<file path="src/rtl/ad9363_pkg.sv">
// Shared state encodings, mode constants and frame patterns for the AD9363 RX deframer.
package ad9363_pkg;

    typedef enum logic [1:0] {
        SEARCH = 2'd0,
        VERIFY = 2'd1,
        LOCKED = 2'd2
    } rx_state_e;

    localparam logic MODE_1R1T = 1'b0;
    localparam logic MODE_2R2T = 1'b1;

    localparam logic [1:0] FRM_1R    = 2'b10;
    localparam logic [1:0] FRM_2R_S0 = 2'b11;
    localparam logic [1:0] FRM_2R_S1 = 2'b00;
    // Raw (rise, fall) frame pattern seen when the frame is captured half a cycle late.
    localparam logic [1:0] FRM_SLIP  = 2'b01;

    function automatic logic [1:0] expected_frame(input logic mode, input logic slot);
        if (mode == MODE_1R1T) begin
            return FRM_1R;
        end
        return slot ? FRM_2R_S1 : FRM_2R_S0;
    endfunction

endpackage

</file>
<file path="src/rtl/ad9363_rx_phase_align.sv">
// Rebuilds the (a, b) sample pair from the IDDR outputs, optionally shifted by half a cycle.
module ad9363_rx_phase_align
    import ad9363_pkg::*;
#(
    parameter int DATA_W = 12
) (
    input  logic              clk_i,
    input  logic              rst_ni,
    input  logic              phase_i,
    input  logic [DATA_W-1:0] data_p_i,
    input  logic [DATA_W-1:0] data_n_i,
    input  logic              frame_p_i,
    input  logic              frame_n_i,
    output logic [DATA_W-1:0] a_data_o,
    output logic              a_frame_o,
    output logic [DATA_W-1:0] b_data_o,
    output logic              b_frame_o
);

    logic [DATA_W-1:0] prev_n_q;
    logic              prev_fn_q;

    always_ff @(posedge clk_i) begin
        if (!rst_ni) begin
            prev_n_q  <= '0;
            prev_fn_q <= 1'b0;
        end else begin
            prev_n_q  <= data_n_i;
            prev_fn_q <= frame_n_i;
        end
    end

    // In slipped phase the first half of a word arrived on the previous falling edge.
    assign a_data_o  = phase_i ? prev_n_q  : data_p_i;
    assign a_frame_o = phase_i ? prev_fn_q : frame_p_i;
    assign b_data_o  = phase_i ? data_p_i  : data_n_i;
    assign b_frame_o = phase_i ? frame_p_i : frame_n_i;

endmodule

</file>
<file path="src/rtl/ad9363_rx_deframer.sv">
// AD9363 CMOS DDR receive deframer: frame search, lock tracking and I/Q word assembly.
module ad9363_rx_deframer
    import ad9363_pkg::*;
#(
    parameter int DATA_W   = 12,
    parameter int LOCK_CNT = 4,
    parameter int ERR_W    = 16
) (
    input  logic              rx_data_clk,
    input  logic              rst_n,
    input  logic [DATA_W-1:0] ddr_data_p,
    input  logic [DATA_W-1:0] ddr_data_n,
    input  logic              ddr_frame_p,
    input  logic              ddr_frame_n,
    input  logic              mode_2r2t,
    input  logic              err_clr,
    output logic              adc_valid,
    output logic [DATA_W-1:0] adc_data_i0,
    output logic [DATA_W-1:0] adc_data_q0,
    output logic [DATA_W-1:0] adc_data_i1,
    output logic [DATA_W-1:0] adc_data_q1,
    output logic              rx_status,
    output logic              align_phase,
    output logic [ERR_W-1:0]  frame_err_cnt
);

    localparam logic [7:0] LOCK_TGT = 8'(LOCK_CNT);

    rx_state_e         state_q, state_d;
    logic              phase_q, phase_d;
    logic              slot_q, slot_d;
    logic [7:0]        good_q, good_d;
    logic [DATA_W-1:0] hold_i_q, hold_i_d, hold_q_q, hold_q_d;
    logic              mode_q;
    logic [ERR_W-1:0]  err_q, err_d;
    logic              valid_q, valid_d;
    logic [DATA_W-1:0] i0_q, i0_d, q0_q, q0_d, i1_q, i1_d, q1_q, q1_d;

    logic [DATA_W-1:0] a_data, b_data;
    logic              a_frame, b_frame;
    logic [1:0]        raw_frm;
    logic              frm_ok, mode_chg, lost;

    ad9363_rx_phase_align #(.DATA_W(DATA_W)) u_align (
        .clk_i     (rx_data_clk),
        .rst_ni    (rst_n),
        .phase_i   (phase_q),
        .data_p_i  (ddr_data_p),
        .data_n_i  (ddr_data_n),
        .frame_p_i (ddr_frame_p),
        .frame_n_i (ddr_frame_n),
        .a_data_o  (a_data),
        .a_frame_o (a_frame),
        .b_data_o  (b_data),
        .b_frame_o (b_frame)
    );

    assign raw_frm  = {ddr_frame_p, ddr_frame_n};
    assign frm_ok   = ({a_frame, b_frame} == expected_frame(mode_2r2t, slot_q));
    assign mode_chg = (mode_2r2t != mode_q);

    always_comb begin
        state_d  = state_q;
        phase_d  = phase_q;
        slot_d   = slot_q;
        good_d   = good_q;
        hold_i_d = hold_i_q;
        hold_q_d = hold_q_q;
        valid_d  = 1'b0;
        i0_d     = '0;
        q0_d     = '0;
        i1_d     = '0;
        q1_d     = '0;
        lost     = 1'b0;

        if (state_q != SEARCH) begin
            slot_d = ~slot_q;
            if (!slot_q) begin
                hold_i_d = a_data;
                hold_q_d = b_data;
            end
        end

        case (state_q)
            SEARCH: begin
                if (mode_2r2t == MODE_2R2T) begin
                    if (raw_frm == FRM_2R_S0 || raw_frm == FRM_SLIP) begin
                        state_d = VERIFY;
                        phase_d = (raw_frm == FRM_SLIP);
                        slot_d  = 1'b1;
                        good_d  = '0;
                    end
                end else if (raw_frm == FRM_1R || raw_frm == FRM_SLIP) begin
                    state_d = VERIFY;
                    phase_d = (raw_frm == FRM_SLIP);
                    good_d  = '0;
                end
            end
            VERIFY: begin
                if (frm_ok) begin
                    good_d = good_q + 8'd1;
                    if (good_q + 8'd1 == LOCK_TGT) begin
                        state_d = LOCKED;
                    end
                end else begin
                    state_d = SEARCH;
                end
            end
            LOCKED: begin
                if (!frm_ok) begin
                    state_d = SEARCH;
                    lost    = 1'b1;
                end else if (mode_2r2t == MODE_1R1T) begin
                    valid_d = 1'b1;
                    i0_d    = a_data;
                    q0_d    = b_data;
                end else if (slot_q) begin
                    valid_d = 1'b1;
                    i0_d    = hold_i_q;
                    q0_d    = hold_q_q;
                    i1_d    = a_data;
                    q1_d    = b_data;
                end
            end
            default: state_d = SEARCH;
        endcase

        // A runtime mode switch restarts acquisition without counting it as a lock loss.
        if (mode_chg) begin
            state_d = SEARCH;
            phase_d = phase_q;
            lost    = 1'b0;
            valid_d = 1'b0;
            i0_d    = '0;
            q0_d    = '0;
            i1_d    = '0;
            q1_d    = '0;
        end

        err_d = err_clr ? '0 : err_q;
        if (lost && (err_d != '1)) begin
            err_d = err_d + ERR_W'(1);
        end
    end

    always_ff @(posedge rx_data_clk) begin
        if (!rst_n) begin
            state_q  <= SEARCH;
            phase_q  <= 1'b0;
            slot_q   <= 1'b0;
            good_q   <= '0;
            hold_i_q <= '0;
            hold_q_q <= '0;
            err_q    <= '0;
            valid_q  <= 1'b0;
            i0_q     <= '0;
            q0_q     <= '0;
            i1_q     <= '0;
            q1_q     <= '0;
        end else begin
            state_q  <= state_d;
            phase_q  <= phase_d;
            slot_q   <= slot_d;
            good_q   <= good_d;
            hold_i_q <= hold_i_d;
            hold_q_q <= hold_q_d;
            err_q    <= err_d;
            valid_q  <= valid_d;
            i0_q     <= i0_d;
            q0_q     <= q0_d;
            i1_q     <= i1_d;
            q1_q     <= q1_d;
        end
    end

    // Tracked through reset as well so a mode held across reset is not seen as a switch.
    always_ff @(posedge rx_data_clk) begin
        mode_q <= mode_2r2t;
    end

    assign adc_valid     = valid_q;
    assign adc_data_i0   = i0_q;
    assign adc_data_q0   = q0_q;
    assign adc_data_i1   = i1_q;
    assign adc_data_q1   = q1_q;
    assign rx_status     = (state_q == LOCKED);
    assign align_phase   = phase_q;
    assign frame_err_cnt = err_q;

endmodule

</file>
<file path="config.mk">
export PLATFORM = sky130hd
export DESIGN_NAME = ad9363_rx_deframer
export DESIGN_NICKNAME = d
export VERILOG_FILES = /design/src/rtl/ad9363_pkg.sv /design/src/rtl/ad9363_rx_phase_align.sv /design/src/rtl/ad9363_rx_deframer.sv
export SDC_FILE = /design/constraint.sdc
export NUM_CORES = 1
export LEC_CHECK = 0
export ABC_AREA = 0
export BUFFER_PORTS_ARGS = -buffer_cell sky130_fd_sc_hd__buf_2
export CELL_PAD_IN_SITES_DETAIL_PLACEMENT = 1
export CELL_PAD_IN_SITES_GLOBAL_PLACEMENT = 2
export CORE_ASPECT_RATIO = 0.9
export CORE_MARGIN = 3
export CORE_UTILIZATION = 38
export CTS_BUF_LIST = sky130_fd_sc_hd__clkbuf_4
export DETAILED_ROUTE_END_ITERATION = 16
export PLACE_DENSITY_LB_ADDON = 0.1
export SYNTH_ARGS = -nofsm -noshare
export SYNTH_HDL_FRONTEND = slang
export SYNTH_HIERARCHICAL = 1
export SYNTH_SLANG_ARGS = --single-unit
</file>
<file path="constraint.sdc">
create_clock -name rx_data_clk -period 4.36 [get_ports rx_data_clk]
set_clock_uncertainty 0.1 [all_clocks]
set_input_delay 0.436 -clock rx_data_clk [delete_from_list [all_inputs] [get_ports rx_data_clk]]
set_output_delay 0.436 -clock rx_data_clk [all_outputs]
set_load 0.01 [all_outputs]
</file>
==> key figures <==
Outcome
  – Status: completed

Drt
  – Metal2 WL: 6010 um
  – Vias per cell: 5.18
  – Via Count: 4034
  – WL final: 13400 um
  – Max Used Layer: met4
  – WL met1: 6620 um
  – Residual DRC count: 0
  – DRT antenna net count: 0
  – Wire per inst: 17.2 um
  – Drt pass-1 iters: 4
  – Met3 wire length: 514 um
  – Initial DRC count: 194

Pwr
  – Maximum VDD drop: 0.141 mV
  – Leakage power: 2.42 nW
  – Power Density: 356 nW/um2

CTS
  – Clk Latency, worst-skew pair: 540 ps
  – Clk sinks: 115
  – H-tree levels: 4
  – Clock tree root driver cell: clkbuf_4
  – Total CTS buffers: 17
  – CTS tree: built
  – Clock transition at path regs: 100 ps
  – Max Root-Sink Buffers: 2
  – # resized after CTS: 0

Critical path
  – CP startpoint kind: register
  – Crit. End Element: register
  – Crit Path Max Fanout: 5
  – CP Data Arrival Time: 3120 ps
  – WP depth: 7
  – Worst Path Buf+Inv: 0
  – R2R depth: 7
  – Crit-path leading delay family: simple AND/OR/NAND/NOR gates
  – Worst-path cell chain: nor2b_1, ha_1, and4b_1, nand4_1, or4_4, or4_1, a21oi_1
  – Critical setup path kind: reg -> reg
  – CP max-delay cell: or4_4
  – CP max stage delay: 590 ps
  – Worst endpoint required time: 4740 ps

STA
  – Max Slew Vio Count: 0
  – RSZ-0062 raised after global routing: no
  – Hold Vio Cnt, Final: 0
  – Period utilisation layout: 0.628
  – Post-route setup TNS: 0 ps
  – Rel. slew slack: 0.337
  – Tightest Pin Transition: 995 ps
  – Fmax: 365 MHz
  – Hold WS: 81.3 ps
  – Final setup viols: 0
  – Min Tclk post-route: 2740 ps

GRT
  – Initial antenna violation count: 0
  – Largest net degree at the start of global routing: 61
  – Total track usage: 0.194
  – GRT Residual Overflow: 0
  – First-pass GRT wire length: 21700 um
  – Number of global-route vias before repair: 4162

Floorplan
  – Die area: 14200 um2
  – Rows: 38
  – Die Span X: 125 um
  – Num ports: 97
  – Initial Util: 0.397
  – Die Height: 113 um
  – Placeable Area: 12300 um2

Synthesis
  – Synth Area in XOR/XNOR: 0.00899
  – Synth Area in Compound Gates: 0.0881
  – Asr flop ratio synth: 0
  – Syn. warnings: 6
  – Mean Syn Cell Area: 9.72 um2
  – Synthesized flop and latch total: 115
  – Syn Inst Count: 501
  – Main combinational cell family by area after synthesis: simple AND/OR/NAND/NOR gates
  – Post-Synth Simple-Gate Area: 0.248
  – Number of synthesized flops with an enable pin: 0
  – Post-synthesis mux area share: 0.131
  – Yosys cell types: 50
  – Adder-Cell Fraction of Synth Area: 0.0154
  – Post-synth top flop: dfxtp_1
  – Synth Net Count: 537
  – Register area share after synthesis: 0.473
  – Cell Area, Synth: 4870 um2

Cells and area
  – Ratio of cells with drive above 1 in the final layout: 0.267
  – Antenna diodes: 0
  – Fin nets: 642
  – Area growth syn-to-layout: 20.3%

Hold path
  – Hold Path Depth: 2
  – Worst min path class: in -> reg

Placed design
  – GP Congestion: 0.769
  – Port bufs: 96
  – DP HPWL: 8980 um

Run
  – MaxCap Viol Count: 0
## layout make-up
cell class / instances / area, um2
fill: 1450 / 6410
multi-input combinational: 351 / 2390
sequential: 115 / 2300
timing repair buffer: 114 / 646
tap: 160 / 200
clock buffer: 20 / 150
clock inverter: 12 / 139
inverter: 7 / 26.3
## per-layer routing
layer,vias up,global-route usage
li1,1962,-
met3,18,0.0520
met5,-,0
met2,75,0.308
met4,0,0.0824
met1,1979,0.251
## worst reg2reg max path, cell delays in order, from the launching register on
cell and delay, ps:
dfxtp_1 380, nor2b_1 310, ha_1 270, and4b_1 280
nand4_1 180, or4_4 590, or4_1 410, a21oi_1 150
## worst paths after layout
check / start / end / slack [ps]
max: frame_err_cnt[0] / frame_err_cnt[14] / 1620
min: ddr_frame_n / u_align/prev_fn_q / 80
max reg2reg: frame_err_cnt[0] / frame_err_cnt[14] / 1620
min reg2reg: hold_q_q[10] / adc_data_q0[10] / 370
## layout by cell type (no fill, tap or decap), types with 4 or more instances in the layout
cell type	Yosys	layout
and3_1	4	4
a31oi_1	5	5
mux2i_1	27	27
and2_1	39	39
nand3_1	35	35
ha_1	6	6
inv_1	7	7
clkbuf_4	0	20
nand4_1	4	4
nor2b_1	10	10
nand2_1	13	13
or3_1	10	10
o21ai_0	14	14
a21oi_1	41	41
buf_4	0	6
buf_2	1	96
nor2_1	38	38
dlygate4sd3_1	0	12
mux2_4	20	20
nand2b_1	32	32
mux2_2	6	6
dfxtp_1	115	114
## power breakdown
| part | switching, mW | internal (mW) |
|---|---|---|
| combinational | 0.103 | 0.0834 |
| sequential | 0.0166 | 1.07 |
| clock | 0.407 | 0.407 |
## repair_timing
item / CTS / global route
endpoints found under the hold margin: 12 / 0
hold buffers: 12 / 0
setup buffers: 0 / 0
## synth_stat cells (all sizes together), types with 2 or more instances
master / n / share of area
buf: 5 / 0.012
o21ai: 14 / 0.014
inv: 7 / 0.0054
nor2: 38 / 0.029
clkbuf: 23 / 0.018
nor4b: 2 / 0.0036
or3b: 4 / 0.0072
nand3b: 3 / 0.0046
or2: 2 / 0.0026
mux2i: 27 / 0.055
o211ai: 3 / 0.0046
ha: 6 / 0.015
nand4: 4 / 0.0051
nor3b: 2 / 0.0031
and4: 2 / 0.0036
nor4: 3 / 0.0039
and2: 39 / 0.050
or4: 3 / 0.0054
nand2b: 32 / 0.041
nand4b: 2 / 0.0036
xnor2: 3 / 0.0054
o31ai: 3 / 0.0046
nand2: 13 / 0.010
or3: 10 / 0.013
xor2: 2 / 0.0036
mux2: 26 / 0.076
a31oi: 5 / 0.0064
nor2b: 10 / 0.013
nand3: 35 / 0.036
a21oi: 41 / 0.042
and4b: 2 / 0.0041
dfxtp: 115 / 0.47
and3: 4 / 0.0051
## per-stage QoR
step	worst slack, ps	instances	total power [mW]	cell area (um2)	utilization
final	1620	779	2.09	5860	0.478
after detailed placement	1180	735	1.29	5450	0.444
after global routing	1420	779	2.19	5860	0.478
after CTS	1650	779	2.12	5860	0.478
after global placement	1330	735	1.28	5450	0.444
after floorplan	1690	501	1.23	4870	-
## state kept, by name (all words and copies together), names as in the netlist
name,cells
adc_data_q1,12
hold_i_q,12
u_align/prev_fn_q,1
adc_data_q0,12
adc_valid,1
mode_q,1
align_phase,1
adc_data_i1,12
state_q,2
hold_q_q,12
good_q,8
adc_data_i0,12
u_align/prev_n_q,12
slot_q,1
frame_err_cnt,16
## cells by family (layout without fill, tap and decap cells)
| family | Yosys count | after routing |
|---|---|---|
| xor gates and xnor gates | 5 | 5 |
| DFF | 115 | 115 |
| adders and majority gates | 6 | 6 |
| muxes | 53 | 53 |
| AOI/OAI and AO/OA | 75 | 75 |
| and+or+nand+nor | 212 | 212 |
| buffers and inverters | 35 | 153 |
Power figures use the tool's default switching activity.
